**src/rtl/voltage_pkg.sv**
```systemverilog
// Shared defaults, FSM state type and a behavioural rounding reference for the voltage descaler.
package voltage_pkg;

  localparam int unsigned MV_W_DEF    = 12;
  localparam int unsigned CODE_W_DEF  = 12;
  localparam int unsigned VREF_MV_DEF = 3300;
  localparam int unsigned NUM_W_DEF   = MV_W_DEF + CODE_W_DEF;

  typedef enum logic [1:0] {
    StIdle,
    StDiv,
    StDone
  } state_e;

  // Returns {sat, code} for the default parameter set, using plain integer arithmetic.
  function automatic logic [CODE_W_DEF:0] ref_descale(input int unsigned mv);
    longint unsigned mv_c;
    longint unsigned q;
    logic            sat;
    logic [CODE_W_DEF-1:0] code;
    mv_c = (mv > VREF_MV_DEF) ? longint'(VREF_MV_DEF) : longint'(mv);
    q    = (mv_c * (longint'(1) << CODE_W_DEF) + longint'(VREF_MV_DEF / 2)) / VREF_MV_DEF;
    sat  = (mv > VREF_MV_DEF) || (q >= (longint'(1) << CODE_W_DEF));
    code = (q >= (longint'(1) << CODE_W_DEF)) ? '1 : CODE_W_DEF'(q);
    return {sat, code};
  endfunction

endpackage

```
**src/rtl/serial_divider.sv**
```systemverilog
// Generic restoring divider: one quotient bit per clock, DIV_W steps after start.
// Only the low QUO_W quotient bits are kept; callers size QUO_W to the quotient range they need.
module serial_divider #(
  parameter int unsigned DIV_W = 24,
  parameter int unsigned DEN_W = 12,
  parameter int unsigned QUO_W = 13
) (
  input  logic             clk,
  input  logic             rst,
  input  logic             start,
  input  logic [DIV_W-1:0] dividend,
  input  logic [DEN_W-1:0] divisor,
  output logic             busy,
  output logic             done,
  output logic [QUO_W-1:0] quotient,
  output logic [DEN_W:0]   remainder
);

  localparam int unsigned CNT_W = $clog2(DIV_W + 1);
  localparam logic [CNT_W-1:0] LastStep = CNT_W'(DIV_W - 1);

  logic             busy_q, busy_d;
  logic             done_q, done_d;
  logic [CNT_W-1:0] cnt_q, cnt_d;
  logic [DIV_W-1:0] num_q, num_d;
  logic [DEN_W-1:0] den_q, den_d;
  logic [DEN_W:0]   rem_q, rem_d;
  logic [QUO_W-1:0] quo_q, quo_d;

  logic [DEN_W:0]   rem_sh;
  logic             ge;

  // Next-state: load on start when idle, otherwise one shift/subtract step per cycle while busy.
  always_comb begin
    busy_d = busy_q;
    done_d = 1'b0;
    cnt_d  = cnt_q;
    num_d  = num_q;
    den_d  = den_q;
    rem_d  = rem_q;
    quo_d  = quo_q;
    // Remainder stays below the divisor, so its top bit is always zero before the shift.
    rem_sh = {rem_q[DEN_W-1:0], num_q[DIV_W-1]};
    ge     = (rem_sh >= {1'b0, den_q});
    if (busy_q) begin
      rem_d = ge ? (rem_sh - {1'b0, den_q}) : rem_sh;
      quo_d = (quo_q << 1) | QUO_W'(ge);
      num_d = num_q << 1;
      cnt_d = cnt_q + 1'b1;
      if (cnt_q == LastStep) begin
        busy_d = 1'b0;
        done_d = 1'b1;
      end
    end else if (start) begin
      busy_d = 1'b1;
      cnt_d  = '0;
      num_d  = dividend;
      den_d  = divisor;
      rem_d  = '0;
      quo_d  = '0;
    end
  end

  // Divider state registers.
  always_ff @(posedge clk or negedge rst) begin
    if (!rst) begin
      busy_q <= 1'b0;
      done_q <= 1'b0;
      cnt_q  <= '0;
      num_q  <= '0;
      den_q  <= '0;
      rem_q  <= '0;
      quo_q  <= '0;
    end else begin
      busy_q <= busy_d;
      done_q <= done_d;
      cnt_q  <= cnt_d;
      num_q  <= num_d;
      den_q  <= den_d;
      rem_q  <= rem_d;
      quo_q  <= quo_d;
    end
  end

  assign busy      = busy_q;
  assign done      = done_q;
  assign quotient  = quo_q;
  assign remainder = rem_q;

endmodule

```
**src/rtl/voltage_descaler.sv**
```systemverilog
// Millivolt to converter-code conversion with round-to-nearest and saturation,
// built around a serial divider behind valid/ready handshakes.
module voltage_descaler
  import voltage_pkg::*;
#(
  parameter int unsigned MV_W    = MV_W_DEF,
  parameter int unsigned CODE_W  = CODE_W_DEF,
  parameter int unsigned VREF_MV = VREF_MV_DEF
) (
  input  logic              clk,
  input  logic              rst,
  input  logic [MV_W-1:0]   in_mv,
  input  logic              in_valid,
  output logic              in_ready,
  output logic [CODE_W-1:0] out_code,
  output logic              out_sat,
  output logic              out_valid,
  input  logic              out_ready
);

  localparam int unsigned NUM_W = MV_W + CODE_W;
  // Wide enough to hold VREF_MV itself, including exact powers of two.
  localparam int unsigned DEN_W = $clog2(VREF_MV + 1);
  localparam logic [MV_W-1:0]  VrefMv  = MV_W'(VREF_MV);
  localparam logic [NUM_W-1:0] HalfRef = NUM_W'(VREF_MV / 2);

  state_e            state_q, state_d;
  logic              sat_req_q, sat_req_d;
  logic [CODE_W-1:0] out_code_q, out_code_d;
  logic              out_sat_q, out_sat_d;

  logic              accept;
  logic [MV_W-1:0]   mv_c;
  logic [NUM_W-1:0]  dividend;
  logic              div_busy;
  logic              div_done;
  logic [CODE_W:0]   div_quo;
  logic [DEN_W:0]    div_rem;
  logic              unused_div;

  assign in_ready  = rst && (state_q == StIdle);
  assign out_valid = (state_q == StDone);
  assign out_code  = out_code_q;
  assign out_sat   = out_sat_q;

  assign accept   = in_valid && (state_q == StIdle);
  assign mv_c     = (in_mv > VrefMv) ? VrefMv : in_mv;
  assign dividend = {mv_c, {CODE_W{1'b0}}} + HalfRef;

  serial_divider #(
    .DIV_W (NUM_W),
    .DEN_W (DEN_W),
    .QUO_W (CODE_W + 1)
  ) u_div (
    .clk       (clk),
    .rst       (rst),
    .start     (accept),
    .dividend  (dividend),
    .divisor   (DEN_W'(VREF_MV)),
    .busy      (div_busy),
    .done      (div_done),
    .quotient  (div_quo),
    .remainder (div_rem)
  );

  assign unused_div = ^{div_busy, div_rem};

  // FSM next-state and result capture; the quotient tops out at exactly 2^CODE_W.
  always_comb begin
    state_d    = state_q;
    sat_req_d  = sat_req_q;
    out_code_d = out_code_q;
    out_sat_d  = out_sat_q;
    unique case (state_q)
      StIdle: begin
        if (accept) begin
          sat_req_d = (in_mv > VrefMv);
          state_d   = StDiv;
        end
      end
      StDiv: begin
        if (div_done) begin
          out_code_d = div_quo[CODE_W] ? {CODE_W{1'b1}} : div_quo[CODE_W-1:0];
          out_sat_d  = sat_req_q | div_quo[CODE_W];
          state_d    = StDone;
        end
      end
      StDone: begin
        if (out_ready) begin
          state_d = StIdle;
        end
      end
      default: state_d = StIdle;
    endcase
  end

  // State and result registers.
  always_ff @(posedge clk or negedge rst) begin
    if (!rst) begin
      state_q    <= StIdle;
      sat_req_q  <= 1'b0;
      out_code_q <= '0;
      out_sat_q  <= 1'b0;
    end else begin
      state_q    <= state_d;
      sat_req_q  <= sat_req_d;
      out_code_q <= out_code_d;
      out_sat_q  <= out_sat_d;
    end
  end

endmodule

```
**config.mk**
```make
export PLATFORM = sky130hd
export DESIGN_NAME = voltage_descaler
export DESIGN_NICKNAME = d
export VERILOG_FILES = /design/src/rtl/voltage_pkg.sv /design/src/rtl/serial_divider.sv /design/src/rtl/voltage_descaler.sv
export SDC_FILE = /design/constraint.sdc
export NUM_CORES = 1
export LEC_CHECK = 0
export CORE_MARGIN = 3
export CORE_UTILIZATION = 55
export CTS_BUF_LIST = sky130_fd_sc_hd__clkbuf_2 sky130_fd_sc_hd__clkbuf_4 sky130_fd_sc_hd__clkbuf_8
export DETAILED_ROUTE_END_ITERATION = 16
export GPL_ROUTABILITY_DRIVEN = 0
export MAX_ROUTING_LAYER = met4
export PLACE_DENSITY_LB_ADDON = 0.1
export SKIP_LAST_GASP = 1
export SLEW_MARGIN = 20
export SYNTH_ARGS = -nofsm -noshare
export SYNTH_HDL_FRONTEND = slang
export SYNTH_SLANG_ARGS = --single-unit
```
**constraint.sdc**
```tcl
create_clock -name clk -period 6.6 [get_ports clk]
set_clock_uncertainty 0.1 [all_clocks]
set_input_delay 1.32 -clock clk [delete_from_list [all_inputs] [get_ports clk]]
set_output_delay 1.32 -clock clk [all_outputs]
set_load 0.03 [all_outputs]
```
==> metrics.md <==
| Metric | Value |
|---|---|
| Share of the synthesized area in the top cell type | 53.2% |
| Number of global-route vias before repair | 2,528 |
| Starting Density | 59.0% |
| Buffers on Ports | 30 |
| Initial DRC count | 178 |
| RSZ-0062 raised after global routing | false |
| Startpoint Class | primary input |
| IO Count | 31 |
| Clock Latency Late Sink | 0.34 ns |
| Area delta synth->final | 16.5% |
| Max stage delay on crit path | 0.68 ns |
| YS warnings | 0 |
| Largest area contributor in the netlist | dfrtp_1 |
| Worst EP required | 5.18 ns |
| VDD IR max | 0.242 mV |
| Number of max-cap violations | 0 |
| Dpl hpwl | 4010 um |
| Setup bufs post-CTS | 0 |
| Clock sink count | 72 |
| Met1 Usage GRT | 25.0% |
| Clk slew on worst S/H paths | 0.08 ns |
| Die extent in y | 84.5 um |
| Total power | 1.79 mW |
| Max Freq | 272 MHz |
| Slew @ Worst Pin | 1.05 ns |
| Root Buffer | clkbuf_8 |
| Drt first pass iters | 4 |
| Final Cycle Share | 55.6% |
| Syn_nets | 392 |
| Gr busiest metal | met2 |
| Final Critical Period | 3.67 ns |
| Crit end category | output port |
| Register share of total power | 40.7% |
| Initial antenna violation count | 0 |
| Clock power frac | 21.8% |
| Antenna Cells | 0 |
| Core Region | 5740 um2 |
| Placed cells | 452 |
| Synth Area per Inst | 9.21 um2 |
| CTS resizes | 0 |
| Drt wl/cell | 13.7 um |
| Kind of critical path | primary input to output port |
| Antenna Nets Post-Route | 0 |
| Data arrival, critical path | 2.25 ns |
| Switching Share | 37.4% |
| Layout cells sized above 1 | 6.82% |
| Final setup TNS | 0 ns |
| Synth unique cells | 40 |
| Most frequent cells in the layout | nand2_1 (78), dfrtp_1 (71), o21ai_0 (54), nor2_1 (34), clkdlybuf4s50_1 (29) |
| Via count | 2,616 |
| Total wire length | 6400 um |
| All-Layer GR Usage | 20.0% |
| Combinational power share | 37.4% |
| Seq/Total Area, Yosys | 53.2% |
| Die Wd | 84.5 um |
| Worst-path cell chain | buf_2 > and2_1 > clkdlybuf4s50_1 |
| Num rows | 27 |
| PwrDens | 454 nW/um2 |
| Commonest non-fill, non-tap cell in the layout | nand2_1 |
| Hold Violations, Final | 0 |
| Largest cells by area after synthesis | dfrtp_1 (53%), nand2_1 (8.6%), o21ai_0 (8.0%) |
| Worst hold path class | flip-flop to flip-flop |
| H-tree Lvls | 3 |
| NetSw | 0.670 mW |
| Final setup viols | 0 |
| Die area | 7140 um2 |
| #FFs+latches synth | 72 |
| First-pass GRT wire length | 11,300 um |
| CP Max Fanout | 2 |
| Outcome | finished clean |
| Worst path slowest cell | clkdlybuf4s50_1 |
| CTS Hold Bufs | 0 |
| GR Util met3 | 3.04% |
| Grt ovf | 0 |
| Synthesized instance count | 368 |
| Largest net degree at the start of global routing | 102 |
| CTS tree | done |
| Num CTS Buffers | 9 |
| Mapped cell area | 3390 um2 |
| Max-slew headroom | 29.2% |
| Int Power | 1.12 mW |
| Clock buffer depth | 2 |
| DRC Markers | 0 |
| NumNets Final | 415 |
| Met2 Usage GRT | 32.7% |
| Non-Filler Instances | 468 |
| Fin. max-slew vios | 0 |
| Via density | 5.59 |
| Leakage | 1.74 nW |
synth_stat cells, drive strengths merged:
cell,number
buf,2
nand3,13
clkbuf,19
a211oi,6
nor2,34
and2,2
a22o,6
o21bai,2
or4b,1
nor2b,5
o22ai,1
nand2,78
a21oi,14
and3,2
o221ai,1
nor3,2
o2bb2ai,2
nand3b,3
o21a,1
mux2i,4
a21o,3
nor3b,1
inv,5
mux2,3
o21ai,54
nand2b,4
o211ai,3
o31ai,1
o311ai,2
nor4,1
dfrtp,72
a32oi,3
xnor2,7
ha,8
or4,1
xor2,1
a211o,1
power by group through the flow:
| stage | clock network, mW | logic (mW) | registers (mW) |
|---|---|---|---|
| after floorplan | 0 | 0.511 | 0.731 |
| after global placement | 0 | 0.650 | 0.728 |
| after CTS | 0.402 | 0.676 | 0.727 |
| after detailed placement | 0 | 0.672 | 0.734 |
| final | 0.391 | 0.671 | 0.729 |
| after global routing | 0.421 | 0.764 | 0.753 |
final cells by class:
cell class                      instances  area (um2)
Clock buffer                           10         138
Clock inverter                          6        91.3
Fill cell                             501        1800
Inverter                                5        18.8
Multi-Input combinational cell        270        1490
Sequential cell                        72        1800
Tap cell                               72        90.1
Timing Repair Buffer                   33         318
critical path: cells and delay by family:
family / cells / cell delay [ns]
buf+inv: 2 / 0.80
simple gates: 1 / 0.13
registers in the layout (all words and copies together), names as in the netlist:
| register | flops |
|---|---|
| u_div.num_q | 23 |
| u_div.quotient | 13 |
| out_code | 12 |
| u_div.remainder | 12 |
| u_div.cnt_q | 5 |
| state_q | 2 |
| out_sat | 1 |
| sat_req_q | 1 |
| u_div.busy | 1 |
| u_div.den_q | 1 |
| u_div.done | 1 |
layer usage:
layer | up-vias | routed length, um
li1 | 1317 | -
met2 | 38 | 3030
met5 | - | 0
met4 | 0 | 60
met3 | 5 | 195
met1 | 1256 | 3120
kinds of logic (layout without fill, tap and decap cells):
kind of cell	Yosys count	count (layout)	share of synthesized area [%]
AND/OR/NAND/NOR	147	147	18.9
AO/OA/AOI/OAI	100	100	17.8
flip-flops	72	72	53.2
buffers and inverters	26	54	2.92
adder cells (fa/ha/maj)	8	8	2.95
XOR/XNOR	8	8	2.07
multiplexers	7	7	2.18
stage by stage:
stage / hold WS (ns) / setup WS (ns) / cell area (um2) / utilization (%)
3_5_place_dp: 0.345 / 2.92 / 3720 / 64.7
5_1_grt: 0.367 / 2.90 / 3950 / 68.7
3_3_place_gp: 0.342 / 2.91 / 3720 / 64.7
2_1_floorplan: 0.328 / 3.58 / 3390 / -
4_1_cts: 0.350 / 2.91 / 3950 / 68.7
6_report: 0.348 / 2.93 / 3950 / 68.7
path summary, 6_finish.rpt:
kind	from	endpoint	slack (ns)	cells past startpoint
worst min register to register	u_div.done	state_q[0]	0.35	1
max in group asynchronous	rst	u_div.busy	4.63	2
worst min-delay path	u_div.done	state_q[0]	0.35	1
worst max-delay path	rst	in_ready	2.93	3
min in group asynchronous	rst	u_div.remainder[7]	1.15	2
worst max register to register	u_div.den_q[2]	u_div.remainder[7]	3.55	7
No activity file was read; power rests on OpenSTA's default activity.
